**src/rtl/sb_msg_responder.sv**
```systemverilog
// Sideband training responder: queues decoded request messages and returns the
// matching response (code|1, info echoed) after a programmable head delay.
module sb_msg_responder #(
  parameter int         DEPTH          = 4,
  parameter int         RESP_DELAY     = 2,
  parameter int         TIMEOUT_CYCLES = 1000,
  parameter logic [7:0] REQ_MIN        = 8'h10,
  parameter logic [7:0] REQ_MAX        = 8'h3E
) (
  input  logic                   clk_100MHz,
  input  logic                   reset,
  input  logic                   enable_i,
  input  logic                   rx_msg_valid_i,
  input  logic [7:0]             rx_msg_code_i,
  input  logic [15:0]            rx_msg_info_i,
  output logic                   tx_msg_valid_o,
  output logic [7:0]             tx_msg_code_o,
  output logic [15:0]            tx_msg_info_o,
  input  logic                   tx_msg_ready_i,
  output logic [$clog2(DEPTH):0] pending_o,
  output logic                   overflow_o,
  output logic                   timeout_o,
  output logic [7:0]             drop_cnt_o
);

  localparam int AW = $clog2(DEPTH);
  localparam int CW = AW + 1;
  localparam int DW = (RESP_DELAY > 0) ? $clog2(RESP_DELAY + 1) : 1;
  localparam int TW = (TIMEOUT_CYCLES > 0) ? $clog2(TIMEOUT_CYCLES + 1) : 1;
  localparam bit TIMEOUT_EN = (TIMEOUT_CYCLES > 0);

  // Entries are kept in registers because every slot is compared for duplicates.
  logic [7:0]    codeMem [DEPTH];
  logic [15:0]   infoMem [DEPTH];
  logic [AW-1:0] rdPtrReg;
  logic [AW-1:0] wrPtrReg;
  logic [CW-1:0] countReg;
  logic [DW-1:0] delayCntReg;
  logic [TW-1:0] stallCntReg;
  logic          txValidReg;
  logic [7:0]    txCodeReg;
  logic [15:0]   txInfoReg;
  logic          overflowReg;
  logic          timeoutReg;
  logic [7:0]    dropCntReg;

  logic             isRequest;
  logic             accept;
  logic [7:0]       respCode;
  logic             handshake;
  logic             timeoutHit;
  logic             pop;
  logic [DEPTH-1:0] dupHit;
  logic             isDup;
  logic [CW-1:0]    countAfterPop;
  logic             isFull;
  logic             push;
  logic             dropReq;
  logic [CW-1:0]    countNext;
  logic             newHead;
  logic             presentNow;
  logic [1:0]       dropInc;
  logic [8:0]       dropSum;
  logic [7:0]       dropCntNext;

  assign isRequest = ~rx_msg_code_i[0] && (rx_msg_code_i >= REQ_MIN) && (rx_msg_code_i <= REQ_MAX);
  assign accept    = enable_i & rx_msg_valid_i & isRequest;
  assign respCode  = rx_msg_code_i | 8'h01;
  assign handshake = txValidReg & tx_msg_ready_i;

  generate
    if (TIMEOUT_EN) begin : gTimeout
      assign timeoutHit = txValidReg & ~tx_msg_ready_i &
                          (stallCntReg == TW'(TIMEOUT_CYCLES - 1));
    end else begin : gNoTimeout
      assign timeoutHit = 1'b0;
    end
  endgenerate

  assign pop = enable_i & (handshake | timeoutHit);

  // A slot is live when its distance from the head is below the occupancy;
  // the entry leaving on this edge does not block a new identical request.
  for (genvar gi = 0; gi < DEPTH; gi++) begin : gSlot
    logic [AW-1:0] slotOffset;
    logic          slotValid;
    assign slotOffset = AW'(gi) - rdPtrReg;
    assign slotValid  = ({1'b0, slotOffset} < countReg);
    assign dupHit[gi] = slotValid && (codeMem[gi] == respCode) &&
                        !(pop && (rdPtrReg == AW'(gi)));
  end

  assign isDup         = |dupHit;
  assign countAfterPop = countReg - CW'(pop);
  assign isFull        = (countAfterPop == CW'(DEPTH));
  assign push          = accept & ~isDup & ~isFull;
  assign dropReq       = accept & (isDup | isFull);
  assign countNext     = countAfterPop + CW'(push);
  assign newHead       = ((countReg == '0) && push) || (pop && (countNext != '0));
  assign presentNow    = ~txValidReg && (countReg != '0) && (delayCntReg == '0);

  assign dropInc     = {1'b0, dropReq} + {1'b0, timeoutHit};
  assign dropSum     = {1'b0, dropCntReg} + {7'b0, dropInc};
  assign dropCntNext = dropSum[8] ? 8'hFF : dropSum[7:0];

  always_ff @(posedge clk_100MHz or posedge reset) begin
    if (reset) begin
      for (int i = 0; i < DEPTH; i++) begin
        codeMem[i] <= '0;
        infoMem[i] <= '0;
      end
    end else if (push) begin
      codeMem[wrPtrReg] <= respCode;
      infoMem[wrPtrReg] <= rx_msg_info_i;
    end
  end

  always_ff @(posedge clk_100MHz or posedge reset) begin
    if (reset) begin
      rdPtrReg    <= '0;
      wrPtrReg    <= '0;
      countReg    <= '0;
      delayCntReg <= '0;
      stallCntReg <= '0;
      txValidReg  <= 1'b0;
      txCodeReg   <= '0;
      txInfoReg   <= '0;
      overflowReg <= 1'b0;
      timeoutReg  <= 1'b0;
      dropCntReg  <= '0;
    end else if (!enable_i) begin
      // Flush: queue and handshake state cleared, error history retained.
      rdPtrReg    <= '0;
      wrPtrReg    <= '0;
      countReg    <= '0;
      delayCntReg <= '0;
      stallCntReg <= '0;
      txValidReg  <= 1'b0;
      txCodeReg   <= '0;
      txInfoReg   <= '0;
    end else begin
      if (push) wrPtrReg <= wrPtrReg + AW'(1);
      if (pop)  rdPtrReg <= rdPtrReg + AW'(1);
      countReg <= countNext;

      if (newHead)                 delayCntReg <= DW'(RESP_DELAY);
      else if (delayCntReg != '0)  delayCntReg <= delayCntReg - DW'(1);

      if (pop)
        stallCntReg <= '0;
      else if (TIMEOUT_EN && txValidReg && !tx_msg_ready_i)
        stallCntReg <= stallCntReg + TW'(1);

      if (pop) begin
        txValidReg <= 1'b0;
        txCodeReg  <= '0;
        txInfoReg  <= '0;
      end else if (presentNow) begin
        txValidReg <= 1'b1;
        txCodeReg  <= codeMem[rdPtrReg];
        txInfoReg  <= infoMem[rdPtrReg];
      end

      if (accept && !isDup && isFull) overflowReg <= 1'b1;
      if (timeoutHit)                 timeoutReg  <= 1'b1;
      dropCntReg <= dropCntNext;
    end
  end

  assign tx_msg_valid_o = txValidReg;
  assign tx_msg_code_o  = txCodeReg;
  assign tx_msg_info_o  = txInfoReg;
  assign pending_o      = countReg;
  assign overflow_o     = overflowReg;
  assign timeout_o      = timeoutReg;
  assign drop_cnt_o     = dropCntReg;

endmodule

```
**config.mk**
```make
export PLATFORM = sky130hd
export DESIGN_NAME = sb_msg_responder
export DESIGN_NICKNAME = d
export VERILOG_FILES = /design/src/rtl/sb_msg_responder.sv
export SDC_FILE = /design/constraint.sdc
export NUM_CORES = 1
export LEC_CHECK = 0
export CAP_MARGIN = 20
export CORE_MARGIN = 2
export CORE_UTILIZATION = 60
export CTS_BUF_LIST = sky130_fd_sc_hd__clkbuf_8
export CTS_CLUSTER_SIZE = 14
export DETAILED_ROUTE_END_ITERATION = 7
export DONT_BUFFER_PORTS = 1
export HOLD_SLACK_MARGIN = 0.1
export PLACE_DENSITY = 0.79
export SLEW_MARGIN = 0
export SYNTH_ARGS = -nofsm -noshare
export SYNTH_HDL_FRONTEND = slang
export SYNTH_SLANG_ARGS = --single-unit
export TNS_END_PERCENT = 50
```
**constraint.sdc**
```tcl
create_clock -name clk_100MHz -period 4.45 [get_ports clk_100MHz]
set_input_delay 0.445 -clock clk_100MHz [delete_from_list [all_inputs] [get_ports clk_100MHz]]
set_output_delay 0.445 -clock clk_100MHz [all_outputs]
set_load 0.005 [all_outputs]
```
==> summary.txt, run 1 <==
Outcome
  – Result of the run: finished, final reports clean

STA
  – Pins over their slew limit: 0
  – Worst slew slack as a fraction of its limit: 0.301
  – Slew @ Worst Pin: 1050 ps
  – Post-layout minimum cycle time: slightly below 4000 ps
  – Total of endpoints with negative setup slack in the final report: 0
  – RSZ-0062 raised after global routing: false
  – Fin crit share: 0.878
  – Hold Slack: between 40 and 50 ps
  – Final number of hold-violating endpoints: 0
  – Setup TNS after final layout: 0 ps
  – Highest clock frequency the design can meet: 0.256 GHz
  – Post-route clock skew: 14.8 ps

GRT
  – Number of antenna violations at the first check in global routing: 0
  – Number of global-route vias before repair: 4,668
  – Total global-route track usage: 0.241
  – Largest net degree at the start of global routing: roughly 150
  – GRT overflow: 0
  – Wire length of the first global-routing pass: between 20 and 25 mm

Power and ir drop
  – Cell area power density: 361 nW/µm²
  – Pleak: roughly 0.0036 µW
  – Largest vdd supply drop: 0.165 mV

Drt
  – Detailed-route via count: around 4,600
  – Vias per std cell: just over 6
  – Number of iterations in the first detailed-routing pass: 5
  – Drc violations: 0
  – Post-route ant nets: 0
  – Post-Route WL: 14.8 mm
  – DRC marker count from the first detailed-route iteration: between 300 and 400
  – Routed wirelength normalized by instance count: roughly 20 µm

Logic synthesis
  – Number of flops mapped to enable cells by yosys: 0
  – Async set-or-reset flop fraction in the synthesized netlist: 1.00
  – Area of the mapped netlist: 7210 µm²
  – Largest family of logic cells by synthesized area: multiplexers
  – Instance count of the mapped netlist: 580
  – Post-synthesis register bit count: 150
  – Net count after synthesis: 628
  – Post-synthesis xor/xnor area fraction: 0.0498
  – Count of different cell masters after synthesis: between 40 and 50
  – Most common flop cell mapped by yosys: sky130_fd_sc_hd__dfrtp_1
  – Fraction of the mapped netlist area in adder cells: 0.0340
  – Mean cell area of the mapped netlist: approximately 12 µm²
  – Synthesis Warnings: 0
  – Simple-gate area share of the yosys netlist: 0.103
  – Sequential cell area fraction in the yosys report: 0.521
  – Share of cell area taken by muxes after synthesis: 0.210
  – Post-synthesis compound-gate area fraction: 0.0545

CTS
  – H-tree depth reported by CTS: 4
  – Clock insertion delay at the later pin of the skew report: 450 ps
  – Post-CTS Setup Repair Bufs: 0
  – Post-CTS Hold Fix Bufs: 0
  – TritonCTS clock tree: yes
  – Largest buffer count on any clock path: 2
  – Master cell of the clock root buffer: sky130_fd_sc_hd__clkbuf_8
  – Total CTS buffers: 17
  – Clock input transition at the sequential cells of the worst setup and hold paths: ~90 ps
  – Gates resized, CTS repair: 0
  – Clock sink count: 150

Cells and area
  – Number of standard cells in the layout, taps in and fillers out: 733
  – Diode insertion count for antenna repair: 0
  – Area of the multi-input gates: 3260 µm²
  – Relative area change from synthesis to final layout: 6.80%
  – Most common cell after layout, fill and taps aside: sky130_fd_sc_hd__dfrtp_1
  – Total Nets Final: between 600 and 700
  – Filler cell count: around 810
  – Final core utilization: 0.649
  – Commonest cells after routing, fill and taps aside: 150 x sky130_fd_sc_hd__dfrtp_1, 84 x sky130_fd_sc_hd__mux2_2, 63 x sky130_fd_sc_hd__nand2_1
  – Sequential Area: 3750 µm²
  – Fraction of layout instances using a drive strength above 1: 0.261

Min path
  – Kind of path behind the tightest hold check: primary input to asynchronous set/reset pin

Floorplan
  – # rows: 40
  – Die span in y: 114 µm
  – Starting Density: 0.608
  – Total Die Area: between 10,000 and 15,000 µm²
  – Die boundary width: around 110 µm
  – Core Region: between 10,000 and 15,000 µm²
  – Count of pins on the block boundary: 67

Worst setup path
  – Crit end category: register
  – Crit start category: register
  – Data required time of the worst path: between 4000 and 5000 ps
  – Crit path arrival time: 4200 ps
  – WS Path Type: register to register
  – Largest fanout on the critical path: 6

Placement
  – Detail Placement HPWL: ~9.8 mm
  – Count of port buffers added during placement: 0
  – Final weighted congestion in routability-driven placement: 0.852
  – Number of instances in the placed design: 700

Run
  – Max Cap Viol: 0
-- worst max-delay path, stage by stage (launching register included) --
cell and delay, ps:
sky130_fd_sc_hd__dfrtp_1 440, sky130_fd_sc_hd__or3b_1 410, sky130_fd_sc_hd__o31ai_1 410, sky130_fd_sc_hd__nand3_1 200
sky130_fd_sc_hd__a211o_1 380, sky130_fd_sc_hd__nor4_1 520, sky130_fd_sc_hd__nor2b_1 240, sky130_fd_sc_hd__ha_1 190
sky130_fd_sc_hd__xor2_1 80, sky130_fd_sc_hd__a2111oi_0 670, sky130_fd_sc_hd__o221ai_1 210
-- final cells by class --
cell class / instances / area share
clock inverters: 15 / 0.0176
clock buffers: 17 / 0.0304
multi-input cells: 381 / 0.423
repair buffers: 6 / 0.00845
well taps: 147 / 0.0239
inverters: 17 / 0.00878
flip-flops and latches: 150 / 0.488
-- Yosys cell counts, types with 4 or more instances --
cell type,count,area (µm²)
sky130_fd_sc_hd__dfrtp_1,150,3750
sky130_fd_sc_hd__mux2_2,84,946
sky130_fd_sc_hd__nand2_1,63,236
sky130_fd_sc_hd__a21oi_1,36,180
sky130_fd_sc_hd__xnor2_1,29,254
sky130_fd_sc_hd__mux4_2,24,541
sky130_fd_sc_hd__clkbuf_1,20,75.1
sky130_fd_sc_hd__ha_1,18,225
sky130_fd_sc_hd__inv_1,17,63.8
sky130_fd_sc_hd__nand4_1,15,93.8
sky130_fd_sc_hd__nor2_1,14,52.6
sky130_fd_sc_hd__xor2_1,12,105
sky130_fd_sc_hd__and2_1,11,68.8
sky130_fd_sc_hd__buf_2,9,45.0
sky130_fd_sc_hd__nand3_1,9,45.0
sky130_fd_sc_hd__and3_1,7,43.8
sky130_fd_sc_hd__nand2b_1,7,43.8
sky130_fd_sc_hd__o21ai_0,6,30.0
sky130_fd_sc_hd__a21o_1,4,30.0
sky130_fd_sc_hd__nand3_2,4,40.0
-- final timing paths --
check | start | end | slack, ps | cells after the start
max | stallCntReg[3] | delayCntReg[1] | 540 | 10
min | reset | infoMem[47] | 50 | 2
max reg2reg | stallCntReg[3] | delayCntReg[1] | 540 | 10
min reg2reg | timeout_o | timeout_o | 490 | 1
max in group asynchronous | reset | infoMem[7] | 3780 | 2
min in group clk_100MHz | enable_i | timeout_o | 120 | 1
-- sequential cells by signal, summed over array words and instances, names as in the netlist --
| name | flops |
|---|---|
| codeMem | 32 |
| wrPtrReg | 2 |
| overflow_o | 1 |
| tx_msg_code_o | 8 |
| drop_cnt_o | 8 |
| delayCntReg | 2 |
| tx_msg_info_o | 16 |
| infoMem | 64 |
| stallCntReg | 10 |
| timeout_o | 1 |
| tx_msg_valid_o | 1 |
| pending_o | 3 |
| rdPtrReg | 2 |
-- where the power goes --
| group | switching [µW] | internal, µW |
|---|---|---|
| logic | 150 | 159 |
| registers | 48.9 | 1430 |
| clock network | 578 | 408 |
| total | 776 | 2000 |
-- cell families after synthesis --
group / Yosys count
AND/OR/NAND/NOR: 146
adder cells (fa/ha/maj): 19
multiplexers: 111
AO/OA/AOI/OAI: 64
flip-flops: 150
XOR/XNOR: 41
buffers and inverters: 49
-- per-layer routing --
layer	routed length, µm	track usage	share of wire	up-vias
met4	204	0.0854	0.014	0
met1	6260	0.307	0.42	2378
met5	0	0	0	-
met3	782	0.0526	0.053	20
met2	7530	0.410	0.51	130
li1	-	-	-	2042
-- stage by stage --
stage / instance area, µm² / power [µW] / worst slack (ps)
floorplan: 7210 / 1750 / 65.1
finish: 7700 / 2780 / 544
global route: 7700 / 2900 / 293
CTS: 7680 / 2790 / 590
global placement: 7310 / 1800 / 710
detailed placement: 7310 / 1820 / 652
(Power assumes the default switching activity.)
==> run 2, diff against run 1 <==
ABC_AREA = 1   (was not set)
==> run 2 against run 1 <==
  * Flip-flop and latch count is the same
  * Power grew 18%
  * Critical path depth grew 7
  * Count of clock-buffer cells in the layout grew 4
  * Sequential share of layout area shrank 1.3 points
  * Combinational power grew 75%
  * Global-route usage grew 3.0 points
  * Via count grew 30%
  * Clock skew shrank 1.3 ps
  * Sequential power grew 7%
  * First-iteration DRC count grew 44%
  * Largest cell class unchanged
  * Largest power group unchanged
==> summary.txt, run 2 <==
Worst setup path
  – Series of cell instances along the critical path: ha_1 -> nand2_1 -> nor2_4 -> nand3_2 -> a21oi_1 -> ha_1 -> ha_1 -> xnor2_1 -> nor3_1 -> inv_1 -> a21boi_0 -> fa_1 -> ha_1 -> nand3_1 -> nand3b_1 -> a21boi_1 -> o21ai_0
  – WS Path Type: register to register
  – Maximum single-stage delay on the critical path: 460 ps
  – Data required time of the worst path: around 4800 ps
  – Crit path arrival time: between 4000 and 5000 ps
  – Cell repeated most along the worst path: sky130_fd_sc_hd__ha_1
  – Slowest cell on crit path: sky130_fd_sc_hd__fa_1
  – Crit start category: register
  – Crit end category: register
  – Largest fanout on the critical path: 7
  – Timing startpoint of the critical path: stallCntReg[0]
  – Start of the worst register-to-register path: stallCntReg[0]

Power and ir drop
  – Largest vdd supply drop: between 0.2 and 0.25 mV
  – Pleak: roughly 0.0038 µW
  – Power share of the combinational group: 0.165
  – Net Sw Frac: 0.284
  – Flop pwr share: 0.481
  – Fraction of power consumed by the clock network: 0.354
  – Cell area power density: 415 nW/µm²
  – Power Total: ~3300 µW
  – Internal power: approximately 2300 µW
  – Power dissipated by switching net loads: about 930 µW

Logic synthesis
  – Count leader, synth: sky130_fd_sc_hd__nand2_1
  – Instance count of the mapped netlist: just under 900
  – Post-synthesis register bit count: 150
  – Share of the synthesized area in the top cell type: 0.508
  – Async set-or-reset flop fraction in the synthesized netlist: 1.00
  – Count of different cell masters after synthesis: 43
  – Synthesis Warnings: 0
  – Net count after synthesis: just over 900
  – Most common flop cell mapped by yosys: sky130_fd_sc_hd__dfrtp_1
  – Area of the mapped netlist: roughly 7400 µm²
  – Mean cell area of the mapped netlist: 8.40 µm²
  – Biggest area consumer among synthesized cells: sky130_fd_sc_hd__dfrtp_1
  – Synth cell count leaders: 255 x sky130_fd_sc_hd__nand2_1, 150 x sky130_fd_sc_hd__dfrtp_1, 93 x sky130_fd_sc_hd__inv_1, 76 x sky130_fd_sc_hd__o21ai_1, 40 x sky130_fd_sc_hd__nor2_1
  – Number of flops mapped to enable cells by yosys: 0
  – Sequential cell area fraction in the yosys report: 0.508
  – Dominant cells by area after synthesis: sky130_fd_sc_hd__dfrtp_1 51%, sky130_fd_sc_hd__nand2_1 13%, sky130_fd_sc_hd__o21ai_1 5.1%, sky130_fd_sc_hd__inv_1 4.7%, sky130_fd_sc_hd__ha_1 3.0%

STA
  – Fin crit share: 0.836
  – RSZ-0062 raised after global routing: false
  – Slew @ Worst Pin: ~600 ps
  – Post-layout minimum cycle time: about 3700 ps
  – Highest clock frequency the design can meet: 0.269 GHz
  – Total of endpoints with negative setup slack in the final report: 0
  – Final setup margin: about 730 ps
  – Worst slew slack as a fraction of its limit: 0.601
  – Pins over their slew limit: 0
  – Post-route clock skew: 13.5 ps
  – Setup TNS after final layout: 0 ps
  – Final number of hold-violating endpoints: 0

Drt
  – DRC marker count from the first detailed-route iteration: around 440
  – Vias per std cell: between 5 and 6
  – Number of iterations in the first detailed-routing pass: 5
  – Post-route ant nets: 0
  – Detailed-route via count: just under 6,000
  – Post-Route WL: ~17 mm
  – Routed wirelength normalized by instance count: between 15 and 20 µm
  – Drc violations: 0

Cells and area
  – Largest register FFs: 64
  – Commonest cells after routing, fill and taps aside: 255 x sky130_fd_sc_hd__nand2_1, 150 x sky130_fd_sc_hd__dfrtp_1, 95 x sky130_fd_sc_hd__inv_1
  – Diode insertion count for antenna repair: 0
  – Relative area change from synthesis to final layout: 6.90%
  – Fraction of layout instances using a drive strength above 1: 0.0914
  – Most common cell after layout, fill and taps aside: sky130_fd_sc_hd__nand2_1
  – Total Nets Final: 921
  – Register containing the most flip-flops in the final layout: infoMem

Floorplan
  – Starting Density: 0.616
  – Die span in y: 115 µm
  – Die boundary width: 115 µm
  – Total Die Area: 13,200 µm²
  – Core Region: between 10,000 and 15,000 µm²
  – # rows: 40
  – Count of pins on the block boundary: 67

CTS
  – Largest buffer count on any clock path: 2
  – Master cell of the clock root buffer: sky130_fd_sc_hd__clkbuf_8
  – Clock input transition at the sequential cells of the worst setup and hold paths: about 80 ps
  – H-tree depth reported by CTS: 4
  – Clock insertion delay at the later pin of the skew report: 460 ps
  – TritonCTS clock tree: yes
  – Clock sink count: 150
  – Total CTS buffers: 17

GRT
  – Number of antenna violations at the first check in global routing: 0
  – GRT overflow: 0
  – Wire length of the first global-routing pass: 27.9 mm
  – Number of global-route vias before repair: just under 6,000
  – Largest net degree at the start of global routing: about 110
  – Total global-route track usage: 0.271

Min path
  – Kind of path behind the tightest hold check: primary input to register
  – Worst Min Path Start: enable_i

Outcome
  – Result of the run: finished, final reports clean

Run
  – Max Cap Viol: 0

Placement
  – Minimum setup slack after placement: 843 ps
  – Detail Placement HPWL: around 11 mm
  – Count of port buffers added during placement: 0
  – Final weighted congestion in routability-driven placement: roughly 0.91
==> run 2: changes by cell type after synthesis, moves of 24 or more <==
cell                      previous run  this run
sky130_fd_sc_hd__nand2_1            63       255
sky130_fd_sc_hd__o21ai_1             0        76
sky130_fd_sc_hd__mux2_2             84         0
sky130_fd_sc_hd__inv_1              17        93
sky130_fd_sc_hd__mux4_2             24         0
sky130_fd_sc_hd__nor2_1             14        40
sky130_fd_sc_hd__o21ai_0             6        34
sky130_fd_sc_hd__xnor2_1            29         4
==> run 2: path summary, 6_finish.rpt <==
kind	cells past startpoint	slack (ps)	endpoint
worst max-delay path	17	730	drop_cnt_o[7]
worst min-delay path	2	150	wrPtrReg[0]
worst max register to register	17	730	drop_cnt_o[7]
worst min register to register	2	480	infoMem[25]
max in group asynchronous	3	3260	infoMem[59]
min in group asynchronous	2	400	stallCntReg[5]
==> run 2: cells by family (layout without fill, tap and decap cells) <==
logic type,Yosys count,count (layout),share of synthesized area
and+or+nand+nor,339,339,0.188
AOI/OAI and AO/OA,208,208,0.165
buffers and inverters,152,158,0.0925
DFF,150,150,0.508
adders and majority gates,19,19,0.0332
xor gates and xnor gates,12,12,0.0142
==> run 2: area by class of cell <==
type                       count  area (µm²)
timing repair buffer          11         113
inverter                     115         440
multi-input combinational    578        2970
clock buffer                  21         289
clock inverter                11         155
fill                         987        4110
sequential                   150        3750
tap                          147         184
==> run 2: worst max-delay path: cells and delay by family (launching register included) <==
kind                     cells  cell delay, ps
AO/OA/AOI/OAI                4             740
XOR/XNOR                     1             170
adder cells (fa/ha/maj)      5            1300
buffers and inverters        1             130
flip-flops                   1             400
AND/OR/NAND/NOR              6             840
==> run 2: layer usage <==
| metal | up-vias | track usage | part of all wire |
|---|---|---|---|
| met3 | 29 | 0.0622 | 0.068 |
| met5 | - | 0 | 0 |
| met4 | 0 | 0.110 | 0.019 |
| met2 | 215 | 0.433 | 0.47 |
| li1 | 2846 | - | - |
| met1 | 2833 | 0.362 | 0.44 |
==> run 2: what timing repair did <==
item	4_1_cts	5_1_grt
resized for setup	0	0
hold buffers	2	0
endpoints found under the setup margin	0	0
hold endpoints to repair	38	0
buffers inserted	0	0
==> run 2: power groups by stage <==
stage          sequential (µW)  clock (µW)  combinational, µW
6_report                  1580        1160                542
5_1_grt                   1590        1230                618
4_1_cts                   1580        1180                541
3_5_place_dp              1600           0                536
3_3_place_gp              1600           0                511
2_1_floorplan             1580           0                409
==> run 2: per-stage QoR <==
stage	std cells	utilization	hold WS [ps]	instance area, µm²
6_report	1033	0.658	146	7910
5_1_grt	1033	0.658	141	7910
4_1_cts	1032	0.657	119	7890
3_5_place_dp	998	0.618	470	7420
3_3_place_gp	998	0.618	465	7420
2_1_floorplan	880	-	437	7400
==> run 3, diff against run 2 <==
CORE_UTILIZATION = 65   (was 60)
PLACE_DENSITY = 0.81   (was 0.79)
clock period = 3.66 ns   (was 4.45 ns; I/O delays follow)
==> run 3 against run 2 <==
  * First-iteration DRC count rose by 13%
  * Sequential power grew 21%
  * Hold slack worse by 27 ps
  * Sequential share of layout area shrank 0.053 points
  * Power is 21% higher
  * Setup slack got worse by 490 ps
  * Non-clock buffer count increased by 4
  * Fmax rose by 8.8%
  * Critical endpoint unchanged
  * Register-to-register slack worse by 490 ps
  * Core utilization increased by 6.2 points
  * Combinational power increased by 25%
  * Count of clock-buffer cells in the layout down 3
==> summary.txt, run 3 (synthesized netlist as in run 2, its figures left out) <==
Drt
  – Detail Route met2 WL: 7.97 mm
  – Topmost layer with routed signal wires: met4
  – Post-Route WL: 16.5 mm
  – DRT met1 WL: 7.00 mm
  – DRC marker count from the first detailed-route iteration: approximately 490
  – Vias per std cell: about 5.8
  – Detailed-route via count: 6,014
  – Routed wirelength normalized by instance count: around 16 µm
  – Post-route ant nets: 0
  – Number of iterations in the first detailed-routing pass: 5
  – Drc violations: 0
  – Routed met3 length: ~1.3 mm

STA
  – Post-route clock skew: between 10 and 15 ps
  – Setup TNS after final layout: 0 ps
  – Total of endpoints with negative setup slack in the final report: 0
  – Fin crit share: 0.934
  – Pins over their slew limit: 0
  – Post-layout minimum cycle time: 3420 ps
  – RSZ-0062 raised after global routing: false
  – Worst slew slack as a fraction of its limit: 0.383
  – Highest clock frequency the design can meet: between 0.2 and 0.3 GHz
  – Final number of hold-violating endpoints: 0
  – Hold Slack: 118 ps
  – Slew @ Worst Pin: between 900 and 1000 ps

Worst setup path
  – R2R cell count: 17
  – Crit start category: register
  – Slowest cell on crit path: sky130_fd_sc_hd__fa_1
  – Maximum single-stage delay on the critical path: ~470 ps
  – WS Path Type: register to register
  – Crit end category: register
  – Largest fanout on the critical path: 4
  – Series of cell instances along the critical path: ha_1 -> nand2_1 -> nor2_4 -> nand3_2 -> a21oi_2 -> ha_1 -> ha_1 -> xnor2_1 -> nor3_1 -> inv_1 -> a21boi_0 -> fa_1 -> ha_1 -> nand3_1 -> nand3b_1 -> a21boi_1 -> o21ai_0
  – Data required time of the worst path: 3980 ps
  – Cell repeated most along the worst path: sky130_fd_sc_hd__ha_1
  – Crit path arrival time: around 3700 ps

GRT
  – Wire length of the first global-routing pass: ~28 mm
  – Number of antenna violations at the first check in global routing: 0
  – Number of global-route vias before repair: 5,902
  – GRT overflow: 0
  – Largest net degree at the start of global routing: between 80 and 90
  – Total global-route track usage: 0.281

Power and ir drop
  – Cell area power density: approximately 500 nW/µm²
  – Pleak: 0.00378 µW
  – Largest vdd supply drop: approximately 0.38 mV
  – Power Total: approximately 4000 µW

Floorplan
  – Total Die Area: around 12,000 µm²
  – # rows: 38
  – Die span in y: between 100 and 150 µm
  – Count of pins on the block boundary: 67
  – Starting Density: 0.673
  – Die boundary width: 111 µm
  – Core Region: 11,000 µm²

Cells and area
  – Number of standard cells in the layout, taps in and fillers out: 1,030
  – Total Nets Final: just over 900
  – Filler cell count: ~800
  – Final core utilization: 0.721
  – Register containing the most flip-flops in the final layout: infoMem
  – Diode insertion count for antenna repair: 0
  – Commonest cells after routing, fill and taps aside: 255 x sky130_fd_sc_hd__nand2_1, 150 x sky130_fd_sc_hd__dfrtp_1, 94 x sky130_fd_sc_hd__inv_1
  – Fraction of layout instances using a drive strength above 1: 0.0944
  – Largest register FFs: between 60 and 70
  – Relative area change from synthesis to final layout: 7.02%
  – Most common cell after layout, fill and taps aside: sky130_fd_sc_hd__nand2_1

Placement
  – Detail Placement HPWL: roughly 10 mm
  – Number of instances in the placed design: approximately 990
  – Final weighted congestion in routability-driven placement: a little under 0.9
  – Count of port buffers added during placement: 0

Outcome
  – Result of the run: finished, final reports clean

CTS
  – Clock insertion delay at the later pin of the skew report: 450 ps
  – Largest buffer count on any clock path: 2
  – Clock sink count: 150
  – Master cell of the clock root buffer: sky130_fd_sc_hd__clkbuf_8
  – TritonCTS clock tree: yes
  – H-tree depth reported by CTS: 4
  – Clock input transition at the sequential cells of the worst setup and hold paths: 80 ps
  – Total CTS buffers: 17

Run
  – Max Cap Viol: 0

Min path
  – Min-Delay Path Depth: 2
  – Kind of path behind the tightest hold check: primary input to register
-- run 3: changes by cell type in the layout (fill, tap and decap cells not counted), sizes merged --
cell	delta
inv	-1
clkinvlp	+4
clkbuf	-3
dlygate4sd3	+3
buf	+1
-- run 3: where the power goes --
group	switching (µW)	internal, µW	total [µW]	leakage [µW]
clock network	616	754	1370	0.000213
registers	105	1800	1910	0.00202
logic	431	246	677	0.00155
-- run 3: stage by stage --
step	setup slack [ps]	instance area, µm²
detailed placement	80.4	7420
finish	243	7920
global route	27.0	7920
floorplan	41.5	7400
global placement	261	7420
CTS	47.3	7900
-- run 3: timing repair --
item | CTS | global route
gates resized for setup | 0 | 1
setup buffers | 0 | 1
endpoints found under the setup margin | 0 | 7
hold endpoints to repair | 50 | 0
hold buffers | 5 | 0
-- run 3: area by class of cell --
type                       instances  area, µm²  area share
clock buffer                      18        248      0.0313
clock inverter                    14        185      0.0234
inverter                         115        440      0.0556
multi-input combinational        578       2980       0.376
sequential                       150       3750       0.474
tap                              140        175      0.0221
timing repair buffer              15        138      0.0174
-- run 3: layer usage --
metal / vias to the layer above / global-route usage
li1: 2844 / -
met1: 2897 / 0.384
met2: 240 / 0.440
met3: 33 / 0.0749
met4: 0 / 0.0958
met5: - / 0
-- run 3: worst paths after layout --
| kind | slack, ps | end | from |
|---|---|---|---|
| max in group asynchronous | 2170 | infoMem[34] | reset |
| hold reg to reg | 490 | infoMem[8] | infoMem[8] |
| setup / recovery | 240 | drop_cnt_o[7] | stallCntReg[0] |
| min in group asynchronous | 590 | tx_msg_info_o[14] | reset |
| hold / removal | 120 | infoMem[0] | rx_msg_info_i[0] |
| setup reg to reg | 240 | drop_cnt_o[7] | stallCntReg[0] |
-- run 3: critical path: cells and delay by family (launching register included) --
kind,cells,cell delay (ps)
adder cells (fa/ha/maj),5,1230
AO/OA/AOI/OAI,4,630
buffers and inverters,1,120
XOR/XNOR,1,160
AND/OR/NAND/NOR,6,750
flip-flops,1,390
